==> src/rtl/adc_frontend_if.sv <==
// Serial bus to the four-converter ADC array: a shared chip select and two 2-bit data lanes.
// The ADC serial clock is clk_sys itself, forwarded outside this bus.
interface adc_frontend_if;
  logic       ad_cs_n;
  logic [1:0] ad_sdata_a;   // [1] vout, [0] iout
  logic [1:0] ad_sdata_b;   // [1] vcap, [0] icap

  modport master (
    output ad_cs_n,
    input  ad_sdata_a,
    input  ad_sdata_b
  );

  modport slave (
    input  ad_cs_n,
    output ad_sdata_a,
    output ad_sdata_b
  );
endinterface

==> src/rtl/adc_frontend.sv <==
// Frame sequencer for four serial 12-bit ADCs: chip select, MSB-first capture, sample
// registers, icap peak tracking and a saturating frame counter.
//
//   state    | meaning
//   ---------+---------------------------------------------------------------
//   ST_IDLE  | no frame in progress; enable starts a frame on the next clock
//   ST_CONV  | ad_cs_n low, frame cycles 0..13, serial bits are captured
//   ST_QUIET | ad_cs_n high, frame cycles 14..PERIOD-1, sample is published
module adc_frontend #(
  parameter int PERIOD    = 16,
  parameter int CAP_FIRST = 2
) (
  input  logic                 clk,
  input  logic                 reset,
  input  logic                 enable,
  adc_frontend_if.master       adc,
  input  logic                 clear_peak,
  output logic [11:0]          vcap,
  output logic [11:0]          icap,
  output logic [11:0]          vout,
  output logic [11:0]          iout,
  output logic                 sample_valid,
  output logic [11:0]          icap_peak,
  output logic [15:0]          sample_count,
  output logic                 busy
);

  localparam logic [1:0] ST_IDLE  = 2'd0;
  localparam logic [1:0] ST_CONV  = 2'd1;
  localparam logic [1:0] ST_QUIET = 2'd2;

  localparam logic [4:0] FC_CONV_END = 5'd13;
  localparam logic [4:0] FC_LAST     = 5'(PERIOD - 1);
  localparam logic [4:0] FC_CAP_LO   = 5'(CAP_FIRST);
  localparam logic [4:0] FC_CAP_HI   = 5'(CAP_FIRST + 11);
  localparam logic [4:0] FC_LOAD     = 5'(CAP_FIRST + 12);

  logic [1:0]  state;
  logic [1:0]  state_nxt;
  logic [4:0]  fc;
  logic [4:0]  fc_nxt;
  logic        cs_n_q;
  logic        capture;
  logic        load;
  logic [11:0] sh_vcap;
  logic [11:0] sh_icap;
  logic [11:0] sh_vout;
  logic [11:0] sh_iout;

  // Enable is only looked at in IDLE and on the last QUIET cycle, so a frame
  // once started always runs to completion.
  always_comb begin
    state_nxt = state;
    fc_nxt    = fc;
    case (state)
      ST_IDLE: begin
        if (enable) begin
          state_nxt = ST_CONV;
          fc_nxt    = 5'd0;
        end
      end
      ST_CONV: begin
        fc_nxt = fc + 5'd1;
        if (fc == FC_CONV_END) begin
          state_nxt = ST_QUIET;
        end
      end
      ST_QUIET: begin
        if (fc == FC_LAST) begin
          fc_nxt    = 5'd0;
          state_nxt = enable ? ST_CONV : ST_IDLE;
        end else begin
          fc_nxt = fc + 5'd1;
        end
      end
      default: begin
        state_nxt = ST_IDLE;
        fc_nxt    = 5'd0;
      end
    endcase
  end

  assign capture = (state == ST_CONV) && (fc >= FC_CAP_LO) && (fc <= FC_CAP_HI);
  assign load    = (state != ST_IDLE) && (fc == FC_LOAD);
  assign busy    = (state != ST_IDLE);

  assign adc.ad_cs_n = cs_n_q;

  always_ff @(posedge clk or negedge reset) begin
    if (!reset) begin
      state  <= ST_IDLE;
      fc     <= 5'd0;
      cs_n_q <= 1'b1;
    end else begin
      state  <= state_nxt;
      fc     <= fc_nxt;
      cs_n_q <= (state_nxt != ST_CONV);
    end
  end

  always_ff @(posedge clk or negedge reset) begin
    if (!reset) begin
      sh_vcap <= 12'd0;
      sh_icap <= 12'd0;
      sh_vout <= 12'd0;
      sh_iout <= 12'd0;
    end else if (capture) begin
      sh_vout <= {sh_vout[10:0], adc.ad_sdata_a[1]};
      sh_iout <= {sh_iout[10:0], adc.ad_sdata_a[0]};
      sh_vcap <= {sh_vcap[10:0], adc.ad_sdata_b[1]};
      sh_icap <= {sh_icap[10:0], adc.ad_sdata_b[0]};
    end
  end

  // All four outputs move on the same edge, one clock after the last bit lands.
  always_ff @(posedge clk or negedge reset) begin
    if (!reset) begin
      vcap         <= 12'd0;
      icap         <= 12'd0;
      vout         <= 12'd0;
      iout         <= 12'd0;
      sample_valid <= 1'b0;
      sample_count <= 16'd0;
    end else begin
      sample_valid <= load;
      if (load) begin
        vcap <= sh_vcap;
        icap <= sh_icap;
        vout <= sh_vout;
        iout <= sh_iout;
        if (sample_count != 16'hFFFF) begin
          sample_count <= sample_count + 16'd1;
        end
      end
    end
  end

  // A clear landing with a new sample restarts the peak from that sample.
  always_ff @(posedge clk or negedge reset) begin
    if (!reset) begin
      icap_peak <= 12'd0;
    end else if (clear_peak) begin
      icap_peak <= load ? sh_icap : 12'd0;
    end else if (load && (sh_icap > icap_peak)) begin
      icap_peak <= sh_icap;
    end
  end

endmodule
==> src/flat_wrapper.sv <==
// flat-port wrapper written by rule: the top's interface ports become plain ports
module adc_frontend_flat 
#(
  parameter int PERIOD    = 16,
  parameter int CAP_FIRST = 2
)
  (clk, reset, enable, clear_peak, vcap, icap, vout, iout, sample_valid, icap_peak, sample_count, busy, adc_ad_cs_n, adc_ad_sdata_a, adc_ad_sdata_b);
  adc_frontend_if adc_i ();
  input  logic clk;
  input  logic reset;
  input  logic enable;
  input  logic clear_peak;
  output logic [11:0] vcap;
  output logic [11:0] icap;
  output logic [11:0] vout;
  output logic [11:0] iout;
  output logic sample_valid;
  output logic [11:0] icap_peak;
  output logic [15:0] sample_count;
  output logic busy;
  output wire logic [$bits(adc_i.ad_cs_n)-1:0] adc_ad_cs_n;
  input wire logic [$bits(adc_i.ad_sdata_a)-1:0] adc_ad_sdata_a;
  input wire logic [$bits(adc_i.ad_sdata_b)-1:0] adc_ad_sdata_b;
  assign adc_ad_cs_n = adc_i.ad_cs_n;
  assign adc_i.ad_sdata_a = adc_ad_sdata_a;
  assign adc_i.ad_sdata_b = adc_ad_sdata_b;
  adc_frontend #(.PERIOD(PERIOD), .CAP_FIRST(CAP_FIRST)) u_core (.clk(clk), .reset(reset), .enable(enable), .adc(adc_i), .clear_peak(clear_peak), .vcap(vcap), .icap(icap), .vout(vout), .iout(iout), .sample_valid(sample_valid), .icap_peak(icap_peak), .sample_count(sample_count), .busy(busy));
endmodule
==> config.mk <==
export PLATFORM = sky130hd
export DESIGN_NAME = adc_frontend_flat
export DESIGN_NICKNAME = d
export VERILOG_FILES = /design/src/rtl/adc_frontend_if.sv /design/src/rtl/adc_frontend.sv /design/src/flat_wrapper.sv
export SDC_FILE = /design/constraint.sdc
export NUM_CORES = 1
export LEC_CHECK = 0
export ABC_AREA = 1
export BUFFER_PORTS_ARGS = -buffer_cell sky130_fd_sc_hd__buf_2
export CAP_MARGIN = 20
export CORE_MARGIN = 10
export CORE_UTILIZATION = 54
export DETAILED_ROUTE_END_ITERATION = 10
export PLACE_DENSITY_LB_ADDON = 0.12
export SETUP_SLACK_MARGIN = 0.02
export SYNTH_ARGS = -nofsm -noshare
export SYNTH_HDL_FRONTEND = slang
export SYNTH_SLANG_ARGS = --single-unit
==> constraint.sdc <==
create_clock -name clk -period 1.9 [get_ports clk]
set_input_delay 0.19 -clock clk [delete_from_list [all_inputs] [get_ports clk]]
set_output_delay 0.19 -clock clk [all_outputs]
set_load 0.05 [all_outputs]
==> results, run 1 <==
- The area added between synthesis and finish is 22.91%.
- Global routing consumed, over all layers together, 16.53% of the routing resources.
- The count of buffers from port buffering is 86.
- The region available for standard cell placement spans 0.01075 mm2.
- The worst hold path belongs to the class in2async.
- After synthesis, the most frequently instantiated cells are 174 x nand2_1, 132 x dfrtp_1, 92 x o21ai_0.
- TritonCTS built the clock tree.
- The proportion of synthesized flip-flops having asynchronous set or reset is 100.0%.
- Entering global routing, the biggest net connects 61 pins.
- The top-level I/O count is 87.
- The width of the die is 124.5 um.
- The cell repeated most along the worst path is inv_1.
- The ratio of final minimum period to clock period is 93.54%.
- The clock-pin transition on the worst setup and hold timing paths is 60 ps.
- Using the TritonRoute via totals, the vias-per-cell ratio works out to 4.952.
- The post-synthesis cell area is 0.005898 mm2.
- The initial antenna violation count was 0.
- 0 antenna diodes ended up in the layout.
- The top-area cell type share of the netlist area is 56.00%.
- The most frequent cell after synthesis is nand2_1.
- Counting flops and latches in the post-synthesis netlist gives 133.
- The source-to-sink clock delay at the later pin of the worst-skew pair is 510 ps.
- The initial detailed-routing violation count is 434.
- Summing all multi-input logic gate instances after layout gives 0.002113 mm2.
- Including well taps, the total number of placed cells is 866.
- STA classifies the critical path startpoint as a flop.
- Power spread over the standard cell area amounts to 1207 mW/mm2.
- The number of buffers between clock root and the deepest sink is 2.
- The starting density of the core is 54.89%.
- At the end of routability-driven placement, the weighted congestion stood at 0.8623.
- The worst relative slew slack is 72.91%.
- The count of nets after finishing is 781.
- The placed wire-length estimate after detailed placement is 8.638 mm.
- Synthesis produced 654 cells.
- The detailed-routing iteration count for the pre-antenna-repair pass is 4.
- The finished cells cover 0.007249 mm2.
- The final routed wirelength across all metal layers is 12.55 mm.
- The number of failing setup endpoints in the final timing report is 0.
- Summing all flip-flop and latch instances after layout gives 0.003334 mm2.
- The family with the most delay on the worst path is buffers and inverters.
- Setup repair after global routing could not meet its margin everywhere.
- The worst hold slack after final layout is 114.3 ps.
- Summing over every cut layer, the via total after detailed routing is 4477.
- Synthesis produced a netlist with a net count of 684.
- The data required time of the worst path is 1710 ps.
- Subtracting the final worst setup slack from the clock period gives 1777 ps.
- The total negative setup slack is 0 ps.
- The worst endpoint data arrival time is 1590 ps.
- The share of cells above drive strength 1 is 20.03%.
- Between clock sinks in the finished design, the worst skew comes to 4.958 ps.
- The highest attainable clock frequency is 562.6 MHz.
- In the post-synthesis netlist, the biggest area contributors are dfrtp_1 56%, nand2_1 11%, o21ai_0 7.8%.
- The number of enable-type register cells in the synthesized netlist is 0.
- The synthesized area divided by synthesized cell count is 9.019 um2.
- The dominant synthesized flop cell is dfrtp_1.
- CTS placed an instance of clkbuf_8 at the clock tree root.
- The max-slew violation count is 0.
- In this run, distinct cell masters in the synthesized netlist total 32.
- For this design, the sink count on the clock tree is 133.
- The worst setup path category is reg2out.
- The number of global-route vias before repair is 4513.
- The largest single stage delay on the critical path is 390 ps.
- The slowest stage of the critical path belongs to the cell dfrtp_1.
- The count of endpoints failing hold in the final timing report was 0.
- After the flow finishes, the layout carries non-filler instances totaling 904.
- Summed over all layers, the global routing overflow is 0.
- The worst-case IR drop observed on VDD is 0.0006482 V.
- Of all cell types, the one taking the most synthesized area is dfrtp_1.
- Traced cell by cell, the critical path runs through inv_1, ha_1, inv_1, buf_4.
- The run finished with clean final reports.
- The number of cell rows is 38.
- The number of clock buffers added by TritonCTS is 17.
- The maximum net fanout on the critical path is 5.
- The detail route stage leaves a number of antenna-violating nets equal to 0.
- The worst setup path is captured at an output port.
- The transition time of the tightest slew-check pin is 406.4 ps.
- The leakage power is 0.003671 uW.
- The die is 124.5 um tall.
- The tool flagged a number of max-cap violations equal to 0.
- The H-tree was split into 4 levels.
- In this run the cell area measured after placement is 0.006513 mm2.
- The die area is 0.01550 mm2.
- The wire length of the first global-routing pass is 21.69 mm.
- After detailed routing, the average wire length per cell comes to 13.88 um.
- The number of filler cells placed in the layout is 907.
- Yosys printed 0 warnings.
- Together, buffers and inverters on the worst path number 3.
- The sequential share of the synthesized area is 56.45%.
- The remaining routing DRC violations is 0.
-- repair_timing --
| item | in CTS | in global routing |
|---|---|---|
| hold buffers | 6 | 0 |
| setup buffers | 0 | 0 |
| hold endpoints to repair | 139 | 0 |
| setup endpoints to repair | 0 | 19 |
| resized for setup | 0 | 7 |
-- routing by layer --
| metal | part of all wire [%] | up-vias | track usage [%] |
|---|---|---|---|
| met5 | 0 | - | 0 |
| met2 | 49 | 88 | 26.55 |
| met4 | 1.1 | 0 | 5.963 |
| met3 | 4.2 | 13 | 4.638 |
| met1 | 46 | 2123 | 20.85 |
| li1 | - | 2253 | - |
-- where the power goes --
group	switching [uW]	internal, uW
combinational	1190	568
sequential	199	3170
clock	1200	2420
-- through the flow --
step                setup slack [ps]  util (%)  power, uW
floorplan                      22.18         -       4637
global placement               181.8     60.61       5039
detailed placement             81.13     60.61       5113
CTS                            28.66     67.30       8763
global route                   15.98     67.47       9264
finish                         122.7     67.47       8747
-- cell usage in the layout (no fill, tap or decap), types with 5 or more instances in the layout --
master	synthesis	routed
dlygate4sd3_1	0	6
nand3_1	24	24
inv_1	87	87
xor2_1	11	11
nor2_1	37	36
nand2_1	174	173
o21ai_0	92	91
ha_1	22	22
bufinv_16	0	6
buf_4	4	9
o21ai_1	8	9
buf_2	6	84
nor2_4	4	5
dfrtp_1	132	128
clkbuf_16	0	16
a21oi_1	12	12
-- cell type report --
class | instances | share of cell area (%)
Inverter | 89 | 4.677
Multi-Input combinational cell | 407 | 29.15
Sequential cell | 133 | 46.00
Clock buffer | 18 | 5.903
Timing Repair Buffer | 103 | 8.664
Clock inverter | 14 | 3.193
Tap cell | 140 | 2.416
-- kinds of logic (layout without fill, tap and decap cells) --
group / count (synthesis) / count (layout) / synth area share (%)
buffers and inverters: 114 / 224 / 8.125
AND/OR/NAND/NOR: 255 / 255 / 18.35
XOR/XNOR: 14 / 14 / 2.461
flip-flops: 133 / 133 / 56.45
AO/OA/AOI/OAI: 116 / 116 / 9.949
adder cells (fa/ha/maj): 22 / 22 / 4.667
-- state kept, by name, summed over array words and instances (netlist names) --
name,count
u_core.adc.ad_cs_n,1
u_core.fc,5
u_core.icap,12
u_core.icap_peak,12
u_core.iout,12
u_core.sample_count,16
u_core.sample_valid,1
u_core.sh_icap,12
u_core.sh_iout,12
u_core.sh_vcap,12
u_core.sh_vout,12
u_core.state,2
u_core.vcap,12
u_core.vout,12
-- final timing paths --
check / slack (ps) / from / cells past startpoint / to
max: 120 / u_core.state[0] / 4 / busy
min: 110 / reset / 2 / u_core.sh_icap[5]
max reg2reg: 160 / u_core.fc[0] / 7 / u_core.fc[0]
min reg2reg: 470 / u_core.sh_vcap[11] / 2 / u_core.vcap[11]
max in group asynchronous: 1120 / reset / 3 / u_core.adc.ad_cs_n
min in group clk: 130 / clear_peak / 5 / u_core.icap_peak[4]
Power figures use the tool's default switching activity.
==> inputs of run 2 (changes only) <==
- RECOVER_POWER: default -> 50
- clock period: 1.9 -> 1.7 ns (I/O delays scaled with it)
==> results, run 2 (synthesized netlist as in run 1, its figures left out) <==
- The top-level I/O count is 87 (unchanged).
- The vertical extent of the die is 124.5 um (unchanged).
- The depth of the worst hold-timing path is 5.
- STA classifies the critical path startpoint as a flop.
- The worst-case register-to-register setup slack is -80 ps (-240 ps).
- The remaining routing DRC violations is 0 (unchanged).
- The source-to-sink clock delay at the later pin of the worst-skew pair is 520 ps (about the same).
- The average via count per standard cell is 5.162 (+4.2%).
- The cell type of the slowest stage on the worst timing path is dfrtp_2.
- The cell area power density was 1391 mW/mm2 (+15%).
- The die area came to 0.01550 mm2 (unchanged).
- The part of the power in the clock network was 33.0% (-8.4 points).
- In the finished design, the share of the clock period the worst path needs comes to 104.6%.
- The utilization of the core after routing is 72.92% (+5.4 points).
- Traced cell by cell, the critical path runs through inv_1, ha_1, a21oi_1, nand2_1, nand2_1, nand3_4, nand2_8, nand2_8, nand2_1, nand2_1.
- The initial detailed-routing violation count came to 367 (-15%).
- The worst hold slack after final layout came to 157.6 ps (+43.32 ps).
- The number of max-cap violations is 0 (unchanged).
- The max-slew violation count is 0 (unchanged).
- The detailed-routing iteration count for the pre-antenna-repair pass is 5 (+1).
- The placed wire-length estimate after detailed placement came to 9.130 mm (+5.7%).
- TritonCTS built the clock tree.
- The count of nets after finishing was 817 (+4.6%).
- The number of cell rows came to 38 (unchanged).
- More flip-flops sit in one register than any other, and that register is u_core.sample_count.
- The class of the tightest hold or removal check is in2reg.
- The clock-pin transition on the worst setup and hold timing paths is 60 ps (about the same).
- The width of the die is 124.5 um (unchanged).
- The maximum vdd ir drop is 0.0008066 V (+24%).
- The number of buffers added by the clock tree synthesis step is 17 (unchanged).
- The most numerous cell type found on the critical path is nand2_1.
- The worst-case setup margin in the final layout was -77.96 ps (-200.6 ps).
- The starting density of the core came to 54.89% (unchanged).
- The weighted congestion at the end of routability-driven global placement is 0.8274 (-4.0%).
- The count of endpoints failing hold in the final timing report is 0 (unchanged).
- The internal power contribution is 7229 uW (+17%).
- The worst hold path begins at clear_peak.
- The count of buffers from port buffering is 86 (unchanged).
- The worst setup path is of the reg2reg kind.
- The transition time of the tightest slew-check pin was 871.7 ps (+465.3 ps).
- The clock root buffer is clkbuf_8.
- The worst register-to-register path ends at u_core.icap_peak[5].
- Counting I/O delays and the setup requirement, the final critical path takes 1778 ps.
- The CTS H-tree depth is 4 (unchanged).
- The footprint of the multi-input gates came to 0.002410 mm2 (+14%).
- The sink count of the clock tree is 133 (unchanged).
- The wire length of the first global-routing pass came to 22.29 mm (+2.8%).
- The library cell used most frequently in the layout, excluding fill and tap cells, is nand2_1.
- The overflow left after global routing is 0 (unchanged).
- The share of cells above drive strength 1 is 27.03% (+7.0 points).
- The run finished, with violations left.
- The element type at the critical path end is a flop.
- The number of failing setup endpoints in the final timing report came to 12 (+12).
- The clock tree skew after final layout came to 8.613 ps (+3.655 ps).
- The initial antenna violation count came to 0 (unchanged).
- The highest attainable clock frequency is 562.4 MHz.
- The worst endpoint data arrival time is 2180 ps (+590 ps).
- The number of global-route vias before repair is 4668 (+3.4%).
- The path with the worst hold slack has its endpoint at u_core.icap_peak[4].
- The largest net degree at the start of global routing is 59 (-3.3%).
- The library cells used most frequently in the layout, excluding fill and tap cells, are 163 x nand2_1, 112 x dfrtp_1, 83 x o21ai_0.
- The proportion of total power due to net switching is 33.65% (+4.0 points).
- The depth of the worst register-to-register path is 10 (+3).
- The number of buffers between clock root and the deepest sink is 2 (unchanged).
- Setup repair after global routing could not meet its margin everywhere.
- The logic gate share of total power was 32.3% (+12 points).
- The overall track demand over capacity in global routing is 17.15% (+0.61 points).
- The area inside the core boundary is 0.01075 mm2 (unchanged).
- The worst relative slew slack is 41.89% (-31 points).
- The reported net switching power is 3666 uW (+41%).
- The final routed wirelength across all metal layers came to 15.02 mm (+20%).
- The number of routed nets with antenna violations was 0 (unchanged).
- The portion of total power attributed to sequential cells is 34.7% (-3.8 points).
- The average detailed-routed wire length per instance is 16.00 um (+15%).
- From synthesis to final layout, the design area changed by 32.84%.
- The area of all sequential standard cells came to 0.003354 mm2 (+0.60%).
- The maximum net fanout on the critical path is 6 (+1).
- The data required time of the worst path is 2110 ps (+400 ps).
- In this run the critical register-to-register path is launched from u_core.icap_peak[3].
- The number of filler cells placed in the layout is 821 (-9.5%).
- The total vias in the final route came to 4847 (+8.3%).
- The checks that failed: negative setup slack.
- The flip-flop count of the largest register after layout is 16 (unchanged).
- The delay contributed by the slowest stage of the critical path came to 380 ps (about the same).
- The leakage power was 0.003741 uW (+1.9%).
- The diode insertion count for antenna repair was 0 (unchanged).
run 2: cell types whose count changed in the layout (fill, tap and decap cells not counted), moves of 10 or more:
cell      change
dfrtp_2      +16
ha_1         -11
nand2_1      -10
inv_2        +10
clkbuf_1     +34
buf_4        +15
inv_1        -11
dfrtp_1      -16
buf_2        -32
run 2: how the worst max path moves through the flow:
stage,depth (start not counted),startpoint,to,slack [ps]
final,10,u_core.icap_peak[3],u_core.icap_peak[5],-80
after global routing,12,u_core.icap_peak[1],u_core.icap_peak[8],-160
after CTS,7,u_core.fc[0],u_core.sh_icap[6],20
after detailed placement,10,u_core.sh_icap[10],u_core.icap_peak[5],-20
after global placement,10,u_core.sh_icap[11],u_core.icap_peak[7],50
after floorplan,8,u_core.sample_count[1],u_core.sample_count[12],-50
run 2: power by group through the flow:
stage	Clock (uW)	Sequential [uW]	Combinational (uW)
floorplan	0	3810	1470
global placement	0	3790	1990
detailed placement	0	3810	2060
CTS	3620	3750	2260
global route	3790	3810	3840
finish	3600	3780	3520
run 2: area by class of cell:
class	instances	area share, %
flip-flops and latches	133	42.81
clock inverters	14	2.060
clock buffers	17	5.286
repair buffers	137	12.44
multi-input cells	409	30.76
inverters	89	4.408
well taps	140	2.236
run 2: per-layer routing:
layer | global-route usage [%] | vias to the layer above | wire length [um]
met5 | 0 | - | 0
met4 | 5.346 | 0 | 224
met3 | 5.617 | 26 | 755
met2 | 28.60 | 119 | 7574
met1 | 20.54 | 2370 | 6465
li1 | - | 2332 | -
run 2: what timing repair did:
item	in CTS	in global routing
hold buffers	6	0
setup buffers	3	7
gates cloned	0	9
hold endpoints to repair	42	0
endpoints found under the setup margin	24	64
resized for setup	12	56
pin swaps	1	20
run 2: critical path, delay by kind of cell, from the launching register on:
family	cells	cell delay (ps)
adders and majority gates	1	310
AOI/OAI and AO/OA	1	200
DFF	1	380
and+or+nand+nor	7	710
buffers and inverters	1	60
run 2: stage by stage:
stage	worst slack (ps)	power, uW	cells	setup TNS, ps	area, um2
2_1_floorplan	-47.41	5272	654	-215.1	6021
3_3_place_gp	50.52	5776	883	0	6751
3_5_place_dp	-23.83	5871	883	-46.80	6751
4_1_cts	21.59	9636	923	0	7447
5_1_grt	-156.2	11430	939	-2084	7835
6_report	-77.96	10890	939	-707.0	7835
==> inputs of run 3 (changes only) <==
- ABC_AREA: 1 -> default
==> results, run 3 <==
- The ratio of final minimum period to clock period is 115.8% (+11 points).
- The number of buffers added by the clock tree synthesis step is 17 (unchanged).
- The element type at the critical path end is a flop.
- The number of register bits inferred by synthesis came to 133 (unchanged).
- The flip-flop count of the largest register after layout came to 16 (unchanged).
- The initial detailed-routing violation count was 448 (+22%).
- The max-slew violation count came to 0 (unchanged).
- The highest routing layer actually used is met4.
- The number of global-route vias before repair is 4549 (-2.5%).
- The overall track demand over capacity in global routing is 19.47% (+2.3 points).
- By count the netlist is led by 163 x nand2_1, 132 x dfrtp_1, 49 x mux2_2.
- In the post-synthesis netlist, the biggest area contributors are dfrtp_1 58%, nand2_1 11%, mux2_2 9.7%.
- The top-area cell type share of the netlist area is 58.07% (+2.1 points).
- The number of failing setup endpoints in the final timing report is 77 (+65).
- The clock tree skew after final layout is 6.998 ps (-1.615 ps).
- The die area is 0.01504 mm2 (-3.0%).
- The met3 wire length is 720 um (-4.6%).
- The number of cell rows came to 37 (-2.6%).
- The vertical extent of the die is 122.6 um (-1.5%).
- The proportion of synthesized flip-flops having asynchronous set or reset is 100.0% (unchanged).
- The checks that failed: negative setup slack.
- The top-level I/O count is 87 (unchanged).
- In the post-synthesis netlist, the cell with the most instances is nand2_1.
- The sequential share of the synthesized area is 58.53% (+2.1 points).
- The clock-pin transition on the worst setup and hold timing paths is 60 ps (about the same).
- The source-to-sink clock delay at the later pin of the worst-skew pair is 530 ps (about the same).
- The detailed-routing iteration count for the pre-antenna-repair pass was 4 (-1).
- The worst relative slew slack is 3.650% (-38 points).
- The starting density of the core is 55.34% (+0.45 points).
- The area inside the core boundary is 0.01028 mm2 (-4.4%).
- The number of instances in the synthesized netlist came to 521 (-20%).
- The number of filler cells placed in the layout is 589 (-28%).
- The share of cells above drive strength 1 is 49.72% (+23 points).
- The worst setup path is of the reg2reg kind.
- The post-synthesis cell area is 0.005688 mm2 (-3.6%).
- The most frequent standard cell in the layout excluding fill and tap cells is nand2_1.
- The maximum net fanout on the critical path was 4 (-2).
- The worst endpoint data arrival time came to 2400 ps (+220 ps).
- The cell type contributing the most total cell area after synthesis is dfrtp_1.
- The most used flip-flop cell after synthesis is dfrtp_1.
- The clock period minus final worst setup slack came to 1969 ps (+191.2 ps).
- The final routed wirelength across all metal layers was 15.71 mm (+4.6%).
- The warning count from the yosys run is 0 (unchanged).
- The count of buffers from port buffering came to 86 (unchanged).
- The highest attainable clock frequency came to 507.8 MHz (-9.7%).
- The sink count of the clock tree is 133 (unchanged).
- In the layout the commonest cells are 157 x nand2_1, 106 x dfrtp_1, 84 x buf_2.
- The placed wire-length estimate after detailed placement is 9.349 mm (+2.4%).
- The data required time of the worst path is 2140 ps (+30 ps).
- The run finished, with violations left.
- The cell area power density was 1422 mW/mm2 (+2.2%).
- The worst hold slack after final layout is 87.03 ps (-70.59 ps).
- The diode insertion count for antenna repair came to 0 (unchanged).
- The average detailed-routed wire length per instance is 18.53 um (+16%).
- The routed length on met2 is 8.215 mm (+8.5%).
- The largest net degree at the start of global routing is 55 (-6.8%).
- CTS placed an instance of clkbuf_8 at the clock tree root.
- The kind of start point of the critical path is a flop.
- The width of the die was 122.6 um (-1.5%).
- The routed metal-1 wire length is 6.447 mm (-0.28%).
- The average via count per standard cell is 5.392 (+4.4%).
- The CTS H-tree depth is 4 (unchanged).
- The net count after synthesis is 551 (-19%).
- The number of unique standard cell types used by synthesis is 45 (+41%).
- The number of enable-type register cells in the synthesized netlist is 0 (unchanged).
- The number of max-cap violations was 0 (unchanged).
- Setup repair after global routing could not meet its margin everywhere.
- The wire length of the first global-routing pass came to 23.10 mm (+3.6%).
- The number of buffers between clock root and the deepest sink is 2 (unchanged).
- Compared with the post-synthesis result, the final layout area differs by 48.55%.
- The leakage power is 0.004546 uW (+22%).
- The count of nets after finishing is 729 (-11%).
- The transition time of the tightest slew-check pin was 1445 ps (+573.6 ps).
- The total vias in the final route is 4572 (-5.7%).
- The worst-case setup margin in the final layout was -269.2 ps (-191.2 ps).
- The CTS tree is yes.
- The initial antenna violation count came to 0 (unchanged).
- The post-route total power is 12010 uW (+10%).
- The weighted congestion at the end of routability-driven global placement is 0.8182 (-1.1%).
- The synthesized area divided by synthesized cell count came to 10.92 um2 (+21%).
- The tightest min-delay check is of the in2reg type.
- The count of endpoints failing hold in the final timing report is 0 (unchanged).
- The number of routed nets with antenna violations is 0 (unchanged).
- The utilization of the core after routing came to 82.21% (+9.3 points).
- The remaining routing DRC violations was 0 (unchanged).
- The register containing the most flip-flops in the final layout is u_core.sample_count.
- The overflow left after global routing is 0 (unchanged).
- The maximum vdd ir drop is 0.001019 V (+26%).
-- run 3: power breakdown --
| part | internal, uW | leakage, uW | switching (uW) |
|---|---|---|---|
| registers | 3640 | 0.00177 | 406 |
| logic | 2440 | 0.00249 | 1840 |
| clock network | 2310 | 0.000287 | 1370 |
| total | 8390 | 0.00455 | 3620 |
-- run 3: cell type report --
class                   count  area (um2)  area share, %
clock buffers              20       445.4          5.272
clock inverters            12       153.9          1.821
inverters                  26       106.4          1.259
multi-input cells         344        2835          33.56
flip-flops and latches    133        3362          39.79
well taps                 136       170.2          2.014
repair buffers            177        1376          16.29
-- run 3: kinds of logic after synthesis --
kind of cell | share of synthesized area (%)
multiplexers | 9.701
AO/OA/AOI/OAI | 5.873
buffers and inverters | 3.409
flip-flops | 58.54
XOR/XNOR | 1.848
AND/OR/NAND/NOR | 15.79
adder cells (fa/ha/maj) | 4.839
-- run 3: routing by layer --
metal / track usage, % / vias to the layer above
met1: 25.43 / 2319
met4: 6.848 / 0
met5: 0 / -
met3: 5.693 / 29
li1: - / 2101
met2: 30.45 / 123
-- run 3: final timing paths --
kind / start / to / slack [ps] / depth (start not counted)
max in group asynchronous: reset / u_core.sample_count[13] / 180 / 3
min in group asynchronous: reset / u_core.icap[4] / 520 / 2
min reg2reg: u_core.iout[6] / u_core.iout[6] / 470 / 2
max: u_core.state[1] / u_core.sample_count[13] / -270 / 9
max reg2reg: u_core.state[1] / u_core.sample_count[13] / -270 / 9
min: clear_peak / u_core.icap_peak[0] / 90 / 4
-- run 3: what timing repair did --
item                       CTS  global route
gates resized for setup     39            56
hold buffers                 6             0
setup buffers                5            15
setup endpoints to repair  127           131
pin swaps                   14            27
hold endpoints to repair    81             0
cloned                       0             6
-- run 3: stage by stage --
stage / cell area [um2] / setup WS (ps) / cells / TNS, ps
floorplan: 6123 / -290.9 / 521 / -10450
detailed placement: 7121 / -299.7 / 785 / -17190
finish: 8449 / -269.2 / 848 / -14520
CTS: 7974 / -219.3 / 828 / -11750
global route: 8449 / -350.2 / 848 / -18610
global placement: 7121 / -212.3 / 785 / -12640
-- run 3: critical path, stage by stage (launching register included) --
cell      delay (ps)
dfrtp_1          360
inv_2             60
ha_4             160
nand2b_4         140
buf_6            120
nor4_4           300
buf_4            170
a21bo_4          260
nor3_4           140
xnor2_1          160
